==> config.mk <==
export PLATFORM = sky130hd
export DESIGN_NAME = lsu_unit
export DESIGN_NICKNAME = d
export VERILOG_FILES = /design/src/rtl/lsu_unit_pkg.sv /design/src/rtl/lsu_unit_align.sv /design/src/rtl/lsu_unit.sv
export SDC_FILE = /design/constraint.sdc
export NUM_CORES = 1
export LEC_CHECK = 0
export ABC_AREA = 1
export BUFFER_PORTS_ARGS = -buffer_cell sky130_fd_sc_hd__buf_2
export CAP_MARGIN = 20
export CORE_ASPECT_RATIO = 2
export CORE_MARGIN = 5
export CORE_UTILIZATION = 56
export CTS_BUF_LIST = sky130_fd_sc_hd__clkbuf_2 sky130_fd_sc_hd__clkbuf_4 sky130_fd_sc_hd__clkbuf_8
export DETAILED_ROUTE_END_ITERATION = 10
export MAX_ROUTING_LAYER = met4
export PLACE_DENSITY = 0.95
export SLEW_MARGIN = 10
export SYNTH_ARGS = -nofsm -noshare
export SYNTH_HDL_FRONTEND = slang
export SYNTH_HIERARCHICAL = 1
export SYNTH_SLANG_ARGS = --single-unit
==> constraint.sdc <==
create_clock -name clk -period 2.8 [get_ports clk]
set_clock_uncertainty 0.1 [all_clocks]
set_input_delay 0.56 -clock clk [delete_from_list [all_inputs] [get_ports clk]]
set_output_delay 0.56 -clock clk [all_outputs]
set_load 0.02 [all_outputs]
==> src/rtl/lsu_unit_pkg.sv <==
`default_nettype none
// lsu_unit_pkg: shared encodings for the load/store unit and its lane aligner.
// Revision 1.0
package lsu_unit_pkg;

  localparam logic [1:0] SZ_B = 2'b00;
  localparam logic [1:0] SZ_H = 2'b01;
  localparam logic [1:0] SZ_W = 2'b10;

  localparam int OP_STORE = 3;
  localparam int OP_UNS   = 2;

  localparam logic [1:0] ST_IDLE = 2'd0;
  localparam logic [1:0] ST_REQ  = 2'd1;
  localparam logic [1:0] ST_RESP = 2'd2;

  typedef enum logic [1:0] {
    ERR_NONE    = 2'd0,
    ERR_ALIGN   = 2'd1,
    ERR_SIZE    = 2'd2,
    ERR_TIMEOUT = 2'd3
  } lsu_err_e;

  // Misaligned halves/words and the reserved size never reach memory.
  function automatic logic lsu_illegal(input logic [1:0] size, input logic [1:0] off);
    logic bad;
    case (size)
      SZ_B:    bad = 1'b0;
      SZ_H:    bad = off[0];
      SZ_W:    bad = (off != 2'b00);
      default: bad = 1'b1;
    endcase
    return bad;
  endfunction

endpackage
`default_nettype wire

==> src/rtl/lsu_unit_align.sv <==
`default_nettype none
// lsu_unit_align: store byte-lane replication/mask and load lane extract/extend.
// Revision 1.0
module lsu_unit_align
  import lsu_unit_pkg::*;
(
  input  logic [1:0]  st_size,
  input  logic [1:0]  st_off,
  input  logic [31:0] st_data,
  output logic [31:0] st_wdata,
  output logic [3:0]  st_wmask,
  input  logic [1:0]  ld_size,
  input  logic        ld_uns,
  input  logic [1:0]  ld_off,
  input  logic [31:0] ld_data,
  output logic [31:0] ld_result
);

  logic [15:0] lane;

  always_comb begin
    st_wdata = st_data;
    st_wmask = 4'b0000;
    case (st_size)
      SZ_B: begin
        st_wmask = 4'b0001 << st_off;
        st_wdata = {4{st_data[7:0]}};
      end
      SZ_H: begin
        st_wmask = 4'b0011 << st_off;
        st_wdata = {2{st_data[15:0]}};
      end
      SZ_W:    st_wmask = 4'b1111;
      default: st_wmask = 4'b0000;
    endcase
  end

  always_comb begin
    lane      = 16'(ld_data >> {ld_off, 3'b000});
    ld_result = '0;
    case (ld_size)
      SZ_B:    ld_result = {{24{lane[7] & ~ld_uns}}, lane[7:0]};
      SZ_H:    ld_result = {{16{lane[15] & ~ld_uns}}, lane[15:0]};
      SZ_W:    ld_result = ld_data;
      default: ld_result = '0;
    endcase
  end

endmodule
`default_nettype wire

==> src/rtl/lsu_unit.sv <==
`default_nettype none
// lsu_unit: single-outstanding load/store stage between ALU and writeback.
// Revision 1.0
module lsu_unit
  import lsu_unit_pkg::*;
#(
  parameter int TIMEOUT = 16,
  parameter int CNT_W   = 5
) (
  input  logic        clk,
  input  logic        rst_n,
  input  logic        in_valid,
  output logic        in_ready,
  input  logic [31:0] addr,
  input  logic [31:0] wdata,
  input  logic [3:0]  lsu_op,
  output logic        mem_req,
  output logic        mem_we,
  output logic [31:0] mem_addr,
  output logic [31:0] mem_wdata,
  output logic [3:0]  mem_wmask,
  input  logic        mem_ack,
  input  logic [31:0] mem_rdata,
  output logic        out_valid,
  input  logic        out_ready,
  output logic [31:0] out_rdata,
  output logic        out_err
);

  localparam logic [CNT_W-1:0] CNT_LAST = CNT_W'(TIMEOUT - 1);

  logic [1:0]       state;
  logic [3:0]       op_q;
  logic [1:0]       off_q;
  logic [CNT_W-1:0] cnt;
  logic [31:0]      st_wdata;
  logic [3:0]       st_wmask;
  logic [31:0]      ld_result;
  logic             illegal;

  assign in_ready  = (state == ST_IDLE);
  assign out_valid = (state == ST_RESP);
  assign illegal   = lsu_illegal(lsu_op[1:0], addr[1:0]);

  // Store lanes come from the incoming op; load extraction uses the latched op.
  lsu_unit_align u_align (
    .st_size   (lsu_op[1:0]),
    .st_off    (addr[1:0]),
    .st_data   (wdata),
    .st_wdata  (st_wdata),
    .st_wmask  (st_wmask),
    .ld_size   (op_q[1:0]),
    .ld_uns    (op_q[OP_UNS]),
    .ld_off    (off_q),
    .ld_data   (mem_rdata),
    .ld_result (ld_result)
  );

  always_ff @(posedge clk) begin
    if (!rst_n) begin
      state     <= ST_IDLE;
      op_q      <= '0;
      off_q     <= '0;
      cnt       <= '0;
      mem_req   <= 1'b0;
      mem_we    <= 1'b0;
      mem_addr  <= '0;
      mem_wdata <= '0;
      mem_wmask <= '0;
      out_rdata <= '0;
      out_err   <= 1'b0;
    end else begin
      case (state)
        ST_IDLE: begin
          if (in_valid) begin
            op_q      <= lsu_op;
            off_q     <= addr[1:0];
            out_rdata <= '0;
            cnt       <= '0;
            if (illegal) begin
              state   <= ST_RESP;
              out_err <= 1'b1;
            end else begin
              state     <= ST_REQ;
              out_err   <= 1'b0;
              mem_req   <= 1'b1;
              mem_we    <= lsu_op[OP_STORE];
              mem_addr  <= {addr[31:2], 2'b00};
              mem_wdata <= lsu_op[OP_STORE] ? st_wdata : 32'h0;
              mem_wmask <= lsu_op[OP_STORE] ? st_wmask : 4'b0000;
            end
          end
        end
        ST_REQ: begin
          // An ack on the final counted cycle still wins over the timeout.
          if (mem_ack) begin
            state     <= ST_RESP;
            cnt       <= '0;
            mem_req   <= 1'b0;
            mem_we    <= 1'b0;
            mem_wmask <= 4'b0000;
            out_rdata <= op_q[OP_STORE] ? 32'h0 : ld_result;
            out_err   <= 1'b0;
          end else if (cnt == CNT_LAST) begin
            state     <= ST_RESP;
            cnt       <= '0;
            mem_req   <= 1'b0;
            mem_we    <= 1'b0;
            mem_wmask <= 4'b0000;
            out_rdata <= '0;
            out_err   <= 1'b1;
          end else begin
            cnt <= cnt + 1'b1;
          end
        end
        ST_RESP: begin
          if (out_ready) begin
            state     <= ST_IDLE;
            out_rdata <= '0;
            out_err   <= 1'b0;
          end
        end
        default: state <= ST_IDLE;
      endcase
    end
  end

endmodule
`default_nettype wire

==> results.cfg <==
[routing]
number_of_drc_violations_after_detailed_routing_iteration_0 = 480
detail_route.first_pass.iterations = 6
finalWirelength_um = 19700
routed-via-count = 6949
post_route_drc_violation_count = 0
ant_nets = 0
top_layer_used = met4
wl_met1_um = 6650
detailroute.wirelength.met3_um = 1230
detailed_routed_wire_length_on_met2_um = 10600
drt-vias-per-instance = 5.50
routed_wire_length_per_instance_um = 15.6

[critical_path]
worst_path_arrival_ns = 2.53
timing.critical_path.slowest_cell_delay_ns = 0.45
worst_path_cell_chain = inv_1, ha_1, inv_2, nor2_4, nand2_4, nand3_4, nand2_1, nand2_1, nor2_1
r2r.worst_path.cells = 9
timing_worst_setup_path_type = reg -> reg
crit_path_max_fanout = 43
crit_top_cell = sky130_fd_sc_hd__nand2_1
r2r-end = out_err
crit_path_end_kind = register
worst-endpoint-required_ns = 3.05
r2r_start = state[1]
timing.critical_path.from_type = register
worst-r2r-setup-slack_ns = 0.52
slowest_stage = sky130_fd_sc_hd__nand3_4

[synthesis]
synthDominantCellAreaShare_pct = 37.7
mean_area_per_synthesized_cell_um2 = 6.42
synthXorXnorAreaFrac_pct = 0.145
synth.lib_cells_used.distinct = 34
synth_warnings = 6
post_synth_mux_area_share_pct = 0
synth_area_leaders = sky130_fd_sc_hd__dfxtp_1, sky130_fd_sc_hd__nand2_1, sky130_fd_sc_hd__nor2_1
ys_seq_area_share_pct = 37.7
synth-simple-area-share_pct = 35.6
dominant_combinational_cell_family_by_area_after_synthesis = simple AND/OR/NAND/NOR gates
synthesis.area_um2 = 6060
synth_compound_area_share_pct = 14.0
synth-adder-area-share_pct = 1.03
top_cell_type_by_total_area_after_synthesis = sky130_fd_sc_hd__dfxtp_1
synthesis.instances = 943
number_of_synthesized_register_bits = 114

[global_routing]
number_of_antenna_violations_at_the_first_check_in_global_routing = 0
first_global_vias = 6535
grt_start_max_net_pins = 44
first_pass_grt_wire_length_um = 30500
global_route.usage.total_pct = 29.6
grt_remaining_overflow = 0

[clock_tree]
numCtsBuffers = 17
post_cts_hold_buffer_count = 0
tritoncts_num_sinks = 114
max-clock-path-buffers = 2
ctsHtreeMaxLevel = 4
clkSlewWorstSetupHoldPaths_ns = 0.08
cts.repair_timing.setup_buffer_count = 0
ctsRootBufferMaster = sky130_fd_sc_hd__clkbuf_8
cts.repair.resized = 0
insertion_delay_ns = 0.42
tritoncts = done

[place]
dp_slack_ns = 0.618
place.gp.congestion = 0.960
detailedPlacementHpwl_um = 14500
placedCellCount = 1233
numPortBuffers = 207
post_dp_cell_area_um2 = 7000

[timing]
fin_crit_sh_pct = 81.3
final.setup.tns_ns = 0
unrepaired_setup_endpoints_after_global_routing = no
rel_slew_slack_pct = 63.3
finalWorstSetupSlack_ns = 0.523
max_slew.worst_pin.slew_ns = 0.550
maxSlewViolCount = 0
timing.final.crit_period_ns = 2.28
timing.final.hold_violations = 0
max_clock_freq_ghz = 0.439
setup_viol = 0
whs_ns = 0.278

[pwr]
power_switching_mw = 1.65
power-per-cell-area_nw_per_um2 = 645
power_switching_share_pct = 34.2
combPwrFrac_pct = 25.7
power.sequential.fraction_pct = 36.8
static-leakage-power_nw = 3.70
design_power_total_mw = 4.82
clockPowerShare_pct = 37.4
power_report.internal_total_mw = 3.17
ir_worst_vdd_v = 0.000576

[layout]
util_after_layout_pct = 70.8
layout-area-overhead-vs-synth_pct = 23.2
layout-drive-gt1-share_pct = 24.5
final.fill_count = 916
layout.cells.most_common = sky130_fd_sc_hd__nand2_1
register_area_um2 = 2280
multi_input_area_um2 = 3080
insertedDiodeCount = 0
finalNetCount = 1225
layout.cells.most_common_list = sky130_fd_sc_hd__nand2_1, sky130_fd_sc_hd__buf_2, sky130_fd_sc_hd__nor2_1
final_design_area_no_fill_um2 = 7460
stdcell_count = 1264

[run_status]
run_status = complete, no violations

[die]
floorplan.core_area_um2 = 10500
die_y_um = 157
design.die.area_um2 = 13100
floorplan.initialDensity_pct = 57.4
die_w_um = 83.5
placement_rows = 53
design.portCount = 210

[worst_hold_path]
min_from = addr[17]
min-delay-path-class = in -> reg
hold_end = mem_addr[17]
holdPathStages = 3

[run]
maxCapViolCount = 0
[layout make-up]
class	instances	area share, %
clock inverters	14	3.05
well taps	137	2.30
clock buffers	17	3.13
multi-input cells	679	41.3
flip-flops and latches	114	30.6
repair buffers	223	15.7
inverters	80	4.02
[state kept, by name (all words and copies together) (netlist names)]
signal and cells:
cnt 5, off_q 2, mem_wdata 32, out_err 1
mem_wmask 4, state 2, op_q 4, mem_req 1
out_rdata 32, mem_addr 30, mem_we 1
[kinds of logic after synthesis]
| group | after synthesis |
|---|---|
| other cells | 1 |
| simple gates | 508 |
| flops | 114 |
| compound gates | 163 |
| fa+ha+maj | 5 |
| xor+xnor | 1 |
| buf+inv | 151 |
[synth_stat cells, drive strengths merged]
master,n
clkbuf,29
a21boi,1
or2,1
dfxtp,114
a21oi,78
clkinv,1
nand3,61
nor2,156
nor3,1
ha,5
o211ai,7
inv,79
xor2,1
nand2,249
conb,1
nand4,38
o21ai,76
buf,42
nand3b,2
o31ai,1
[power by group through the flow]
| stage | sequential (mW) | combinational (mW) | clock, mW |
|---|---|---|---|
| global route | 1.78 | 1.38 | 1.89 |
| global placement | 1.80 | 1.20 | 0 |
| finish | 1.77 | 1.24 | 1.80 |
| detailed placement | 1.81 | 1.22 | 0 |
| floorplan | 1.89 | 0.816 | 0 |
| CTS | 1.77 | 1.23 | 1.81 |
[how the worst max path moves through the flow]
stage	from	end	slack, ns	cells past startpoint
final	state[1]	out_err	0.52	9
after global routing	state[1]	out_err	0.33	9
after CTS	state[1]	out_err	0.54	9
after detailed placement	state[1]	out_rdata[17]	0.62	8
after global placement	state[1]	out_err	0.68	8
after floorplan	state[0]	mem_addr[10]	1.08	8
[worst max-delay path, delay by kind of cell, from the launching register on]
family / cells / cell delay (ns)
adder cells (fa/ha/maj): 1 / 0.27
buffers and inverters: 2 / 0.21
flip-flops: 1 / 0.35
AND/OR/NAND/NOR: 6 / 1.25
[routing by layer]
layer  up-vias  GRT usage [%]
met5         -              -
met4         0           18.5
met3        93           5.13
met2       374           54.7
met1      3121           28.3
li1       3361              -
(Power assumes the default switching activity.)
